==> config.mk <==
export PLATFORM = sky130hd
export DESIGN_NAME = vga_timing_core_flat
export DESIGN_NICKNAME = d
export VERILOG_FILES = /design/src/rtl/vga_timing_core_if.sv /design/src/rtl/vga_timing_core.sv /design/src/flat_wrapper.sv
export SDC_FILE = /design/constraint.sdc
export NUM_CORES = 1
export LEC_CHECK = 0
export ABC_CLOCK_PERIOD_IN_PS = 3400
export CAP_MARGIN = 40
export CELL_PAD_IN_SITES_DETAIL_PLACEMENT = 0
export CELL_PAD_IN_SITES_GLOBAL_PLACEMENT = 2
export CORE_MARGIN = 3
export CORE_UTILIZATION = 30
export DETAILED_ROUTE_END_ITERATION = 16
export PLACE_DENSITY_LB_ADDON = 0.15
export SYNTH_ARGS = -nofsm -noshare
export SYNTH_HDL_FRONTEND = slang
export SYNTH_SLANG_ARGS = --single-unit
==> constraint.sdc <==
create_clock -name clk -period 3.4 [get_ports clk]
set_input_delay 0.68 -clock clk [delete_from_list [all_inputs] [get_ports clk]]
set_output_delay 0.68 -clock clk [all_outputs]
set_load 0.05 [all_outputs]
==> src/rtl/vga_timing_core_if.sv <==
// Pixel FIFO link between the upstream frame source and the VGA timing core.
// First-word-fall-through: pixel_in is valid whenever fifo_empty is low.
interface vga_timing_core_if #(
  parameter int COLOR_W = 8
);
  logic                   fifo_empty;
  logic [3*COLOR_W-1:0]   pixel_in;
  logic                   fifo_rd_en;

  modport master (
    output fifo_empty,
    output pixel_in,
    input  fifo_rd_en
  );

  modport slave (
    input  fifo_empty,
    input  pixel_in,
    output fifo_rd_en
  );
endinterface

==> src/rtl/vga_timing_core.sv <==
// Parametrised VGA raster timing generator with registered pixel output stage.
// Waits in IDLE for the first pixel, then free-runs; flags FIFO underflow.
module vga_timing_core #(
  parameter int  H_ACTIVE = 640,
  parameter int  H_FP     = 16,
  parameter int  H_SYNC   = 96,
  parameter int  H_BP     = 48,
  parameter int  V_ACTIVE = 480,
  parameter int  V_FP     = 10,
  parameter int  V_SYNC   = 2,
  parameter int  V_BP     = 33,
  parameter bit  HS_POL   = 1'b0,
  parameter bit  VS_POL   = 1'b0,
  parameter int  COLOR_W  = 8,
  localparam int H_TOTAL  = H_ACTIVE + H_FP + H_SYNC + H_BP,
  localparam int V_TOTAL  = V_ACTIVE + V_FP + V_SYNC + V_BP,
  localparam int HW       = $clog2(H_TOTAL),
  localparam int VW       = $clog2(V_TOTAL)
) (
  input  logic               clk,
  input  logic               rst,
  vga_timing_core_if.slave   fifo,
  input  logic               underflow_clr,
  output logic [COLOR_W-1:0] red,
  output logic [COLOR_W-1:0] green,
  output logic [COLOR_W-1:0] blue,
  output logic               hsync,
  output logic               vsync,
  output logic               comp_sync,
  output logic               blank_n,
  output logic [HW-1:0]      hcount,
  output logic [VW-1:0]      vcount,
  output logic               frame_start,
  output logic               underflow
);

  localparam int HS_START = H_ACTIVE + H_FP;
  localparam int HS_END   = HS_START + H_SYNC;
  localparam int VS_START = V_ACTIVE + V_FP;
  localparam int VS_END   = VS_START + V_SYNC;
  localparam logic [HW-1:0] H_LAST = HW'(H_TOTAL - 1);
  localparam logic [VW-1:0] V_LAST = VW'(V_TOTAL - 1);

  typedef enum logic {IDLE, RUN} state_t;

  state_t               state_q;
  logic [HW-1:0]        hcount_q;
  logic [VW-1:0]        vcount_q;
  logic [COLOR_W-1:0]   red_q, green_q, blue_q;
  logic [COLOR_W-1:0]   red_d, green_d, blue_d;
  logic                 hsync_q, vsync_q, comp_sync_q, blank_n_q;
  logic                 hsync_d, vsync_d, comp_sync_d;
  logic                 underflow_q, underflow_d;

  logic run, active, hs_on, vs_on, uf_evt;

  assign run    = (state_q == RUN);
  assign active = run
                & (32'(hcount_q) < H_ACTIVE)
                & (32'(vcount_q) < V_ACTIVE);
  assign hs_on  = (32'(hcount_q) >= HS_START)
                & (32'(hcount_q) <  HS_END);
  assign vs_on  = (32'(vcount_q) >= VS_START)
                & (32'(vcount_q) <  VS_END);
  assign uf_evt = active & fifo.fifo_empty;

  assign fifo.fifo_rd_en = active & ~fifo.fifo_empty;
  assign frame_start     = run & (hcount_q == '0) & (vcount_q == '0);

  assign red_d   = fifo.fifo_rd_en
                 ? fifo.pixel_in[3*COLOR_W-1 -: COLOR_W] : '0;
  assign green_d = fifo.fifo_rd_en
                 ? fifo.pixel_in[2*COLOR_W-1 -: COLOR_W] : '0;
  assign blue_d  = fifo.fifo_rd_en
                 ? fifo.pixel_in[COLOR_W-1 -: COLOR_W] : '0;

  assign hsync_d     = hs_on ? HS_POL : ~HS_POL;
  assign vsync_d     = vs_on ? VS_POL : ~VS_POL;
  assign comp_sync_d = ~(hs_on ^ vs_on);

  // a new underflow outranks a coincident clear
  assign underflow_d = uf_evt        ? 1'b1 :
                       underflow_clr ? 1'b0 : underflow_q;

  always_ff @(posedge clk or posedge rst) begin
    if (rst) begin
      state_q     <= IDLE;
      hcount_q    <= '0;
      vcount_q    <= '0;
      red_q       <= '0;
      green_q     <= '0;
      blue_q      <= '0;
      hsync_q     <= ~HS_POL;
      vsync_q     <= ~VS_POL;
      comp_sync_q <= 1'b1;
      blank_n_q   <= 1'b0;
      underflow_q <= 1'b0;
    end else begin
      unique case (state_q)
        IDLE: begin
          if (!fifo.fifo_empty) state_q <= RUN;
        end
        RUN: begin
          if (hcount_q == H_LAST) begin
            hcount_q <= '0;
            vcount_q <= (vcount_q == V_LAST) ? '0 : vcount_q + VW'(1);
          end else begin
            hcount_q <= hcount_q + HW'(1);
          end
          red_q       <= red_d;
          green_q     <= green_d;
          blue_q      <= blue_d;
          hsync_q     <= hsync_d;
          vsync_q     <= vsync_d;
          comp_sync_q <= comp_sync_d;
          blank_n_q   <= active;
          underflow_q <= underflow_d;
        end
        default: state_q <= IDLE;
      endcase
    end
  end

  assign red       = red_q;
  assign green     = green_q;
  assign blue      = blue_q;
  assign hsync     = hsync_q;
  assign vsync     = vsync_q;
  assign comp_sync = comp_sync_q;
  assign blank_n   = blank_n_q;
  assign hcount    = hcount_q;
  assign vcount    = vcount_q;
  assign underflow = underflow_q;

endmodule
==> src/flat_wrapper.sv <==
// flat-port wrapper written by rule: the top's interface ports become plain ports
module vga_timing_core_flat 
#(
  parameter int  H_ACTIVE = 640,
  parameter int  H_FP     = 16,
  parameter int  H_SYNC   = 96,
  parameter int  H_BP     = 48,
  parameter int  V_ACTIVE = 480,
  parameter int  V_FP     = 10,
  parameter int  V_SYNC   = 2,
  parameter int  V_BP     = 33,
  parameter bit  HS_POL   = 1'b0,
  parameter bit  VS_POL   = 1'b0,
  parameter int  COLOR_W  = 8,
  localparam int H_TOTAL  = H_ACTIVE + H_FP + H_SYNC + H_BP,
  localparam int V_TOTAL  = V_ACTIVE + V_FP + V_SYNC + V_BP,
  localparam int HW       = $clog2(H_TOTAL),
  localparam int VW       = $clog2(V_TOTAL)
)
  (clk, rst, underflow_clr, red, green, blue, hsync, vsync, comp_sync, blank_n, hcount, vcount, frame_start, underflow, fifo_fifo_empty, fifo_pixel_in, fifo_fifo_rd_en);
  vga_timing_core_if #(.COLOR_W(COLOR_W)) fifo_i ();
  input  logic clk;
  input  logic rst;
  input  logic underflow_clr;
  output logic [COLOR_W-1:0] red;
  output logic [COLOR_W-1:0] green;
  output logic [COLOR_W-1:0] blue;
  output logic hsync;
  output logic vsync;
  output logic comp_sync;
  output logic blank_n;
  output logic [HW-1:0] hcount;
  output logic [VW-1:0] vcount;
  output logic frame_start;
  output logic underflow;
  input wire logic [$bits(fifo_i.fifo_empty)-1:0] fifo_fifo_empty;
  input wire logic [$bits(fifo_i.pixel_in)-1:0] fifo_pixel_in;
  output wire logic [$bits(fifo_i.fifo_rd_en)-1:0] fifo_fifo_rd_en;
  assign fifo_i.fifo_empty = fifo_fifo_empty;
  assign fifo_i.pixel_in = fifo_pixel_in;
  assign fifo_fifo_rd_en = fifo_i.fifo_rd_en;
  vga_timing_core #(.H_ACTIVE(H_ACTIVE), .H_FP(H_FP), .H_SYNC(H_SYNC), .H_BP(H_BP), .V_ACTIVE(V_ACTIVE), .V_FP(V_FP), .V_SYNC(V_SYNC), .V_BP(V_BP), .HS_POL(HS_POL), .VS_POL(VS_POL), .COLOR_W(COLOR_W)) u_core (.clk(clk), .rst(rst), .fifo(fifo_i), .underflow_clr(underflow_clr), .red(red), .green(green), .blue(blue), .hsync(hsync), .vsync(vsync), .comp_sync(comp_sync), .blank_n(blank_n), .hcount(hcount), .vcount(vcount), .frame_start(frame_start), .underflow(underflow));
endmodule
# --- After elaboration in Yosys (flattened, before gate mapping) ---
# Cells that the tools add are included.
word_totals:
  regBits: 50
  latch_bits: 0
  ramBits: 0
  rom_bits: 0
  out_inout_bits: 51
  wordCells: 48
  memories: 0
classes:
  addsub: 2
  n_mul: 0
  div: 0
  order_cmp: 6
  n_eq_ne: 2
  n_shift: 0
  muxes: 11
  bitwise: 11
  n_reduce_logical: 5
op_table:
  columns: ["cell", "count"]
  rows:
  - ["$mux 8", 3]
  - ["$add 10x1->10 const B", 2]
  - ["$eq 10x10->1 const B", 2]
  - ["$logic_not 10->1", 2]
  - ["$lt 10x10->1 const B", 2]
  - ["$lt 10x9->1 const B", 2]
  - ["$mux 10", 2]
  - ["$ge 10x10->1 const B", 1]
  - ["$ge 10x9->1 const B", 1]
  - ["$and 1x1->1", 8]
  - ["$mux 1", 6]
  - ["$reduce_and 2->1", 2]
  - ["$not 1->1", 2]
  - ["$reduce_bool 2->1", 1]
  - ["$xor 1x1->1", 1]

# --- Logic depth before layout (Yosys ltp) ---
# Gate-level depths: netlist of run 1.
depth:
  word_depth: 6
  depth_mapped: 6
  ltp_nobuf: 6

# --- Worst setup path after synthesis of run 1 ---
# OpenSTA, ideal clock, no wires.
synth_path:
  path_type: "reg2out"
  startpoint: "reg u_core.hcount_q[4], in the netlist u_core.hcount[4]"
  endpoint: "out frame_start"
  t_arrival_ns: 2.815
  t_required_ns: 2.720
  slack_ns: -0.095
  stages_incl_launch_ff: 4
  n_path_buf: 1
  path_cell_list: "dfrtp_1 buf_2 or4_1 nor4_1"
synth_via:
  elab_chain_cells: 3
synth_rtl:
  columns: ["item", "line_no", "rtl"]
  rows:
  - ["start, declared", "vga_timing_core.sv:47", "logic [HW-1:0] hcount_q;"]
  - ["start signal, assigned", "vga_timing_core.sv:108", "hcount_q <= hcount_q + HW'(1);"]
  - ["$logic_not 10->1", "vga_timing_core.sv:68", "assign frame_start = run & (hcount_q == '0) & (vcount_q == '0);"]
  - ["$and 1x1->1 (2 in a row)", "vga_timing_core.sv:68", null]
  - ["end, declared", "flat_wrapper.sv:34", "output logic frame_start;"]
# Every way passes these cells.

# --- Final worst setup path of run 1 ---
layout_path:
  startpoint: "reg u_core.hcount_q[2], in the netlist u_core.hcount[2]"
  endpoint: "out frame_start"
# The elaborated chain is that of the path after synthesis.

==> metrics.cfg, run 1 <==
[power]
leakage_nw = 1.47
power-per-cell-area_nw_per_um2 = 348
peakVddDrop_mv = 0.175

[clocking]
cts_resized = 0
post-cts-setup-buffer-count = 0
insertion_delay_ns = 0.30
cts_buffer_depth = 2
cts.sinks = 50
clockRootBuffer = clkbuf_8
cts-buffers-inserted = 5
cts_tree = built
hold_buffers = 0
clkSlewWorstSetupHoldPaths_ns = 0.09
cts_max_level = 2

[drt]
via_per_inst = 4.78
wl_met2_um = 2700
route.vias.total = 1839
wl_per_cell_um = 15.4
dr.pass1.iters = 4
finalWirelength_um = 5920
dr_wl_met3_um = 420
drt-met1-wl_um = 2690
ant_nets = 0
drc = 0
top_layer = met4
drt-initial-drc-count = 54

[sta]
rsz0062_at_grt = no
whs_ns = 0.489
hold_viol = 0
setup_tns_ns = 0
finalSetupViolCount = 0
period_share_pct = 91.0
maxClockFrequency_mhz = 323
report.final.slew_viol_count = 0
tightestPinTransition_ns = 0.714
fin_worst_skew_ns = 0.00598
min_period_ns = 3.09
slew_headroom_pct = 52.2

[setup_path]
end_kind = output port
crit_chain = or4_1 -> nor4_2 -> clkdlybuf4s50_1
path_depth = 3
cp_max_fo = 9
r2r_cells = 5
path_delay_family = buffers and inverters
worst-path-buf-inv = 1
slowest_stage = clkdlybuf4s50_1
critPathKind = reg2out
critPathMaxStageDelay_ns = 0.85
startpoint_type = flop
crit_arrival_ns = 2.41
critPathRequiredTime_ns = 2.72

[outcome]
status = completed

[synthesis]
synth_top_family_by_area = simple AND/OR/NAND/NOR gates
synth_cell_types = 36
synth-async-reset-ratio_pct = 100
syn-instance-count = 204
synth_compound_area_share_pct = 14.3
yosys-top-cells-area = dfrtp_1 52%, a22o_1 9.3%, dfstp_2 3.5%
synth_top_area_cell = dfrtp_1
synth.avg_cell_area_um2 = 11.1
synth_xor_area_share_pct = 4.25
synth_edf_count = 0
synth.cell_area_um2 = 2270
synth_fp_nets = 237
synth-main-ff-cell = dfrtp_1
yosys.area_share.adder_pct = 2.76
synthMuxAreaShare_pct = 0.662
yosysSeqAreaShare_pct = 55.3
netlist.area_leader.share_pct = 51.8
synthSimpleGateAreaFrac_pct = 18.1
ys_ff_latch = 50
yosys_warnings = 0
yosys-top-cells-count = 47 x dfrtp_1, 24 x a22o_1, 13 x nand2_1, 13 x nand3_1
synthMostInstantiatedCell = dfrtp_1

[grt]
grt_max_degree = 29
track_usage_pct = 14.5
grt_overflow = 0
antenna_found_initial = 0
grt_pass1_vias = 1995
grt_pass1_wl_um = 10000

[floorplan]
initial_core_util_pct = 31.1
die_h_um = 93.0
fp-row-count = 31
io_pins = 79
core_area_um2 = 7290
die_w_um = 93.0
die_area_um2 = 8640

[finish]
layout-drive-gt1-share_pct = 10.1
syn2layout_area_growth_pct = 44.0
diodes = 0
fin_nets = 318

[placed_design]
port_buffers = 78
hpwl_um = 4330
globalplace.congestion = 0.748

[worst_hold_path]
min_path_type = reg2reg
hold_depth = 2

[job]
drv_cap = 0

[worst min-delay path, stage by stage (launching register included)]
cell and delay, ns:
dfrtp_1 0.35, nand2_1 0.04, o21ai_0 0.06
[final timing paths]
kind	startpoint	to	slack, ns
min	u_core.underflow	u_core.underflow	0.49
max reg2reg	u_core.hcount[1]	u_core.hcount[9]	1.51
min reg2reg	u_core.underflow	u_core.underflow	0.49
max in group asynchronous	rst	u_core.vsync	1.96
min in group asynchronous	rst	u_core.blue[2]	0.75
max	u_core.hcount[2]	frame_start	0.31
[area by class of cell]
type	count	area [um^2]
well taps	99	124
clock inverters	1	5.00
clock buffers	7	86.3
inverters	12	45.0
flip-flops and latches	50	1250
repair buffers	84	836
fillers	742	4030
multi-input cells	132	916
[cell families (layout without fill, tap and decap cells)]
logic type,count (synthesis),count (layout)
AOI/OAI and AO/OA,45,45
adders and majority gates,5,5
and+or+nand+nor,70,70
muxes,1,1
buffers and inverters,22,104
DFF,50,50
xor gates and xnor gates,11,11
[metal layers]
metal	global-route usage, %	vias up
met5	0	-
met4	5.01	0
met3	5.04	11
met2	22.4	61
met1	19.0	871
li1	-	896
[registers in the layout, indices dropped and copies added (netlist names)]
signal / flops
u_core.comp_sync: 1
u_core.underflow: 1
u_core.green: 8
u_core.blue: 8
u_core.vcount: 10
u_core.vsync: 1
u_core.run: 1
u_core.hsync: 1
u_core.red: 8
u_core.blank_n: 1
u_core.hcount: 10
[report_power, final]
group,switching [mW],internal [mW],total (mW)
Clock,0.195,0.165,0.360
Combinational,0.0908,0.0676,0.158
Sequential,0.00869,0.610,0.618
Total,0.294,0.842,1.14
[cell usage in the layout (no fill, tap or decap), types with 2 or more instances in the layout]
master | netlist | final
nor3_2 | 2 | 2
nor2b_1 | 2 | 2
dfrtp_1 | 47 | 47
xor2_1 | 6 | 6
inv_2 | 1 | 2
nor2_1 | 10 | 10
inv_1 | 11 | 10
a22o_1 | 24 | 24
nand2_1 | 13 | 13
nand4_1 | 8 | 8
nor3_1 | 2 | 2
ha_1 | 5 | 5
buf_4 | 0 | 6
xnor2_1 | 5 | 5
or4_1 | 2 | 2
clkdlybuf4s50_1 | 0 | 77
nand3_1 | 13 | 13
clkbuf_8 | 0 | 6
or3_1 | 3 | 3
o21ai_0 | 11 | 11
and3_1 | 3 | 3
dfstp_2 | 3 | 3
nor4_1 | 5 | 4
a21oi_1 | 7 | 7
[through the flow]
| stage | util (%) | cells | power, mW | cell area, um^2 | worst slack, ns |
|---|---|---|---|---|---|
| 3_5_place_dp | 43.5 | 377 | 0.791 | 3180 | 0.633 |
| 5_1_grt | 44.8 | 385 | 1.19 | 3270 | 0.119 |
| 2_1_floorplan | - | 204 | 0.712 | 2270 | 0.458 |
| 6_report | 44.8 | 385 | 1.14 | 3270 | 0.307 |
| 3_3_place_gp | 43.5 | 377 | 0.790 | 3180 | 0.633 |
| 4_1_cts | 44.8 | 385 | 1.16 | 3270 | 0.284 |
Power figures use the tool's default switching activity.
==> inputs of run 2 (changes only) <==
--- a/config.mk
+++ b/config.mk
@@ -5,12 +5,13 @@
 export SDC_FILE = /design/constraint.sdc
 export NUM_CORES = 1
 export LEC_CHECK = 0
-export ABC_CLOCK_PERIOD_IN_PS = 3400
+export ABC_CLOCK_PERIOD_IN_PS = 3600
 export CAP_MARGIN = 40
 export CELL_PAD_IN_SITES_DETAIL_PLACEMENT = 0
 export CELL_PAD_IN_SITES_GLOBAL_PLACEMENT = 2
 export CORE_MARGIN = 3
 export CORE_UTILIZATION = 30
+export CTS_CLUSTER_DIAMETER = 120
 export DETAILED_ROUTE_END_ITERATION = 16
 export PLACE_DENSITY_LB_ADDON = 0.15
 export SYNTH_ARGS = -nofsm -noshare
==> constraint.sdc (replaced) <==
create_clock -name clk -period 3.6 [get_ports clk]
set_input_delay 0.72 -clock clk [delete_from_list [all_inputs] [get_ports clk]]
set_output_delay 0.72 -clock clk [all_outputs]
set_load 0.05 [all_outputs]
==> run 2 against run 1 <==
Compared with the run above: flip-flop and latch count unchanged; combinational power fell by 7%; design area decreased by 0.88%; largest power group unchanged; critical path depth unchanged; clock skew is 0.0019 ns higher; die area stayed put.
==> metrics.cfg, run 2 (synthesis gave the netlist of run 1 again) <==
[outcome]
status = completed

[drt]
via_per_inst = 4.76  ; -0.42%
drc = 0  ; unchanged
wl_per_cell_um = 15.1  ; -1.5%
finalWirelength_um = 5790  ; -2.2%
ant_nets = 0  ; unchanged
route.vias.total = 1817  ; -1.2%
drt-initial-drc-count = 74  ; +37%
dr.pass1.iters = 4  ; unchanged

[sta]
worst_slack_ns = 0.419  ; +0.112 ns
whs_ns = 0.496  ; +0.00782 ns
slew_headroom_pct = 55.1  ; +3.0 points
finalSetupViolCount = 0  ; unchanged
setup_tns_ns = 0  ; unchanged
maxClockFrequency_mhz = 314
min_period_ns = 3.18
tightestPinTransition_ns = 0.669  ; -0.0443 ns
hold_viol = 0  ; unchanged
report.final.slew_viol_count = 0  ; unchanged
period_share_pct = 88.4
rsz0062_at_grt = no
fin_worst_skew_ns = 0.00786  ; +0.00187 ns

[worst_hold_path]
min_path_type = reg2reg

[placed_design]
port_buffers = 78  ; unchanged
hpwl_um = 4110  ; -5.0%
globalplace.congestion = 0.752  ; +0.59%
pre_cts_ws_ns = 0.723  ; +0.0902 ns

[finish]
fin_nets = 315  ; -0.94%
layout_common_cells = 77 x clkdlybuf4s50_1, 47 x dfrtp_1, 24 x a22o_1
final_util_pct = 44.4  ; -0.39 points
syn2layout_area_growth_pct = 42.7
final_common_cell = clkdlybuf4s50_1
diodes = 0  ; unchanged
layout-drive-gt1-share_pct = 8.83  ; -1.3 points

[clocking]
clockRootBuffer = clkbuf_8
hold_buffers = 0  ; unchanged
cts_max_level = 2  ; unchanged
cts_buffer_depth = 2  ; unchanged
cts.sinks = 50  ; unchanged
cts_resized = 0  ; unchanged
clkSlewWorstSetupHoldPaths_ns = 0.09  ; about the same
cts-buffers-inserted = 5  ; unchanged
insertion_delay_ns = 0.30  ; about the same
post-cts-setup-buffer-count = 0  ; unchanged
cts_tree = built

[setup_path]
startpoint_type = flop
crit_chain = or4_1 -> nor4_1 -> clkdlybuf4s50_1
cp_max_fo = 10  ; +1
slowest_stage = clkdlybuf4s50_1
critPathKind = reg2out
end_kind = output port
path_delay_family = buffers and inverters
crit_arrival_ns = 2.46  ; +0.05 ns
critPathRequiredTime_ns = 2.88  ; +0.16 ns
critPathMaxStageDelay_ns = 0.86  ; about the same
worst-path-buf-inv = 1  ; unchanged

[power]
peakVddDrop_mv = 0.168  ; -4.1%
power_mw = 1.07  ; -5.9%
power-per-cell-area_nw_per_um2 = 330  ; -5.0%
leakage_nw = 1.46  ; -0.94%

[grt]
grt_pass1_wl_um = 9690  ; -3.2%
grt_max_degree = 38  ; +31%
grt_pass1_vias = 1879  ; -5.8%
grt_overflow = 0  ; unchanged
antenna_found_initial = 0  ; unchanged
track_usage_pct = 14.2  ; -0.38 points

[floorplan]
io_pins = 79  ; unchanged
die_h_um = 93.0  ; unchanged
core_area_um2 = 7290  ; unchanged
fp-row-count = 31  ; unchanged
die_w_um = 93.0  ; unchanged
die_area_um2 = 8640  ; unchanged
initial_core_util_pct = 31.1  ; unchanged

[job]
drv_cap = 0  ; unchanged

==> run 2: worst min-delay path, stage by stage (launching register included) <==
cell and delay (ns):
dfstp_2 0.38, nor2_1 0.08, a21oi_1 0.05
==> run 2: layout make-up <==
type	count	area (um^2)
Inverter	12	45.0
Sequential cell	50	1250
Tap cell	99	124
Fill cell	751	4050
Clock buffer	7	86.3
Timing Repair Buffer	81	813
Clock inverter	1	5.00
Multi-Input combinational cell	132	910
==> run 2: stage by stage <==
step / area, um^2 / instances
finish: 3240 / 382
detailed placement: 3150 / 374
global placement: 3150 / 374
global route: 3240 / 382
floorplan: 2270 / 204
CTS: 3240 / 382
==> run 2: metal layers <==
layer  vias up  part of all wire [%]  GRT usage, %
li1        893                     -             -
met3         5                   5.5          4.39
met1       867                    48          20.0
met2        52                    45          21.0
met5         -                     0             0
met4         0                   1.1          3.66
==> run 2: power by group <==
| group | switching [mW] | leakage [nW] | internal [mW] |
|---|---|---|---|
| clock network | 0.183 | 0.0482 | 0.156 |
| logic | 0.0849 | 0.773 | 0.0624 |
| registers | 0.00841 | 0.634 | 0.576 |
==> run 2: worst paths after layout <==
kind                                  start               end  slack, ns  cells after the start
min in group asynchronous               rst     u_core.red[7]       0.67                      2
hold / removal                 u_core.vsync      u_core.vsync       0.50                      2
setup / recovery           u_core.hcount[4]       frame_start       0.42                      3
hold reg to reg                u_core.vsync      u_core.vsync       0.50                      2
max in group asynchronous               rst  u_core.comp_sync       2.13                      3
setup reg to reg           u_core.hcount[5]  u_core.vcount[7]       1.75                      4
==> inputs of run 3 (changes only) <==
--- a/config.mk
+++ b/config.mk
@@ -14,6 +14,7 @@
 export CTS_CLUSTER_DIAMETER = 120
 export DETAILED_ROUTE_END_ITERATION = 16
 export PLACE_DENSITY_LB_ADDON = 0.15
+export SETUP_SLACK_MARGIN = 0.5
 export SYNTH_ARGS = -nofsm -noshare
 export SYNTH_HDL_FRONTEND = slang
 export SYNTH_SLANG_ARGS = --single-unit
==> constraint.sdc (replaced) <==
create_clock -name clk -period 3.6 [get_ports clk]
set_input_delay 1.08 -clock clk [delete_from_list [all_inputs] [get_ports clk]]
set_output_delay 1.08 -clock clk [all_outputs]
set_load 0.05 [all_outputs]
==> run 3 against run 2 <==
Compared with the run above: die area did not move; via count did not move; critical path depth did not move.
==> metrics.cfg, run 3 (synthesis gave the netlist of run 1 again) <==
[outcome]
status = completed

[clocking]
cts_buffer_depth = 2  ; unchanged
post-cts-setup-buffer-count = 0  ; unchanged
cts_max_level = 2  ; unchanged
cts-buffers-inserted = 5  ; unchanged
clockRootBuffer = clkbuf_8
clkSlewWorstSetupHoldPaths_ns = 0.09  ; about the same
hold_buffers = 0  ; unchanged
cts.sinks = 50  ; unchanged
insertion_delay_ns = 0.30  ; about the same
cts_resized = 0  ; unchanged
cts_tree = built

[sta]
slew_headroom_pct = 56.7  ; +1.6 points
min_period_ns = 3.03  ; -0.154 ns
report.final.slew_viol_count = 0  ; unchanged
finalSetupViolCount = 0  ; unchanged
tightestPinTransition_ns = 0.646  ; -0.0234 ns
period_share_pct = 84.1  ; -4.3 points
maxClockFrequency_mhz = 330  ; +5.1%
hold_viol = 0  ; unchanged
rsz0062_at_grt = no
setup_tns_ns = 0  ; unchanged
fin_worst_skew_ns = 0.00476  ; -0.00310 ns

[placed_design]
port_buffers = 78  ; unchanged
postPlaceCellArea_um2 = 3160  ; +0.40%
globalplace.congestion = 0.757  ; +0.58%
hpwl_um = 4020  ; -2.2%

[grt]
antenna_found_initial = 0  ; unchanged
grt_pass1_vias = 1925  ; +2.4%
grt_max_degree = 51  ; +34%
grt_pass1_wl_um = 9760  ; +0.71%
track_usage_pct = 14.1  ; -0.078 points
grt_overflow = 0  ; unchanged

[drt]
via_per_inst = 4.76  ; unchanged
dr.pass1.iters = 4  ; unchanged
ant_nets = 0  ; unchanged
finalWirelength_um = 5700  ; -1.5%
route.vias.total = 1817  ; unchanged
drc = 0  ; unchanged
drt-initial-drc-count = 48  ; -35%
wl_per_cell_um = 14.9  ; -1.5%

[power]
power_mw = 1.21  ; +14%
power-per-cell-area_nw_per_um2 = 368  ; +11%
leakage_nw = 1.48  ; +1.7%
peakVddDrop_mv = 0.194  ; +16%

[job]
drv_cap = 0  ; unchanged

[setup_path]
startpoint_type = primary input
critPathKind = in2out
path_delay_family = buffers and inverters
critPathMaxStageDelay_ns = 0.45  ; -0.41 ns
crit_chain = clkdlybuf4s50_1 -> nor2_1 -> buf_12
slowest_stage = clkdlybuf4s50_1
end_kind = output port
worst-path-buf-inv = 2  ; +1
critPathRequiredTime_ns = 2.52  ; -0.36 ns
crit_arrival_ns = 1.95  ; -0.51 ns
cp_max_fo = 3  ; -7

[finish]
diodes = 0  ; unchanged
fin_area_um2 = 3300  ; +2.0%
fin_nets = 315  ; unchanged
syn2layout_area_growth_pct = 45.6
layout-drive-gt1-share_pct = 9.89  ; +1.1 points
layout_common_cells = 76 x clkdlybuf4s50_1, 47 x dfrtp_1, 24 x a22o_1
final_common_cell = clkdlybuf4s50_1

[floorplan]
fp-row-count = 31  ; unchanged
die_area_um2 = 8640  ; unchanged
die_h_um = 93.0  ; unchanged
io_pins = 79  ; unchanged
core_area_um2 = 7290  ; unchanged
die_w_um = 93.0  ; unchanged
initial_core_util_pct = 31.1  ; unchanged

[worst_hold_path]
min_path_type = reg2reg

==> run 3: cell types whose count changed in the layout (fill, tap and decap cells not counted) <==
cell             delta
bufinv_16           +2
buf_4               +1
clkbuf_1            -1
clkdlybuf4s50_1     -1
clkinv_2            -1
nor4_1              -1
nor4_4              +1
==> run 3: worst reg2reg max path, delay by kind of cell, from the launching register on <==
| kind | cells | cell delay, ns |
|---|---|---|
| xor+xnor | 1 | 0.15 |
| flops | 1 | 0.47 |
| simple gates | 3 | 1.13 |
==> run 3: power by group <==
group	internal, mW	switching (mW)
logic	0.0624	0.0851
clock network	0.296	0.187
registers	0.576	0.00814
total	0.935	0.280
==> run 3: final cells by class <==
type	count	area [um^2]
timing repair buffer	81	811
clock inverter	2	60.1
tap	99	124
clock buffer	6	82.6
fill	739	3990
inverter	12	45.0
multi-input combinational	132	925
sequential	50	1250
==> run 3: through the flow <==
step | setup slack [ns] | utilization, % | instances | hold slack (ns)
after global placement | 0.598 | 43.3 | 374 | 0.472
final | 0.573 | 45.3 | 382 | 0.492
after floorplan | 0.540 | - | 204 | 0.593
after detailed placement | 0.572 | 43.3 | 374 | 0.476
after global routing | 0.507 | 45.3 | 382 | 0.519
after CTS | 0.559 | 45.3 | 382 | 0.498
==> run 3: routing by layer <==
layer | up-vias | share of wire (%) | wire length (um) | track usage [%]
met2 | 50 | 47 | 2700 | 22.4
met3 | 4 | 6.6 | 378 | 4.31
li1 | 891 | - | - | -
met5 | - | 0 | 0 | 0
met4 | 0 | 0.67 | 38 | 3.30
met1 | 872 | 45 | 2590 | 18.8
==> run 3: final timing paths <==
check,from,to,slack [ns],depth (start not counted)
max in group asynchronous,rst,u_core.red[4],1.90,3
max reg2reg,u_core.hcount[5],u_core.vcount[7],1.74,4
min,u_core.underflow,u_core.underflow,0.49,2
max,fifo_fifo_empty,fifo_fifo_rd_en,0.57,3
min in group asynchronous,rst,u_core.vcount[5],1.27,3
min reg2reg,u_core.underflow,u_core.underflow,0.49,2
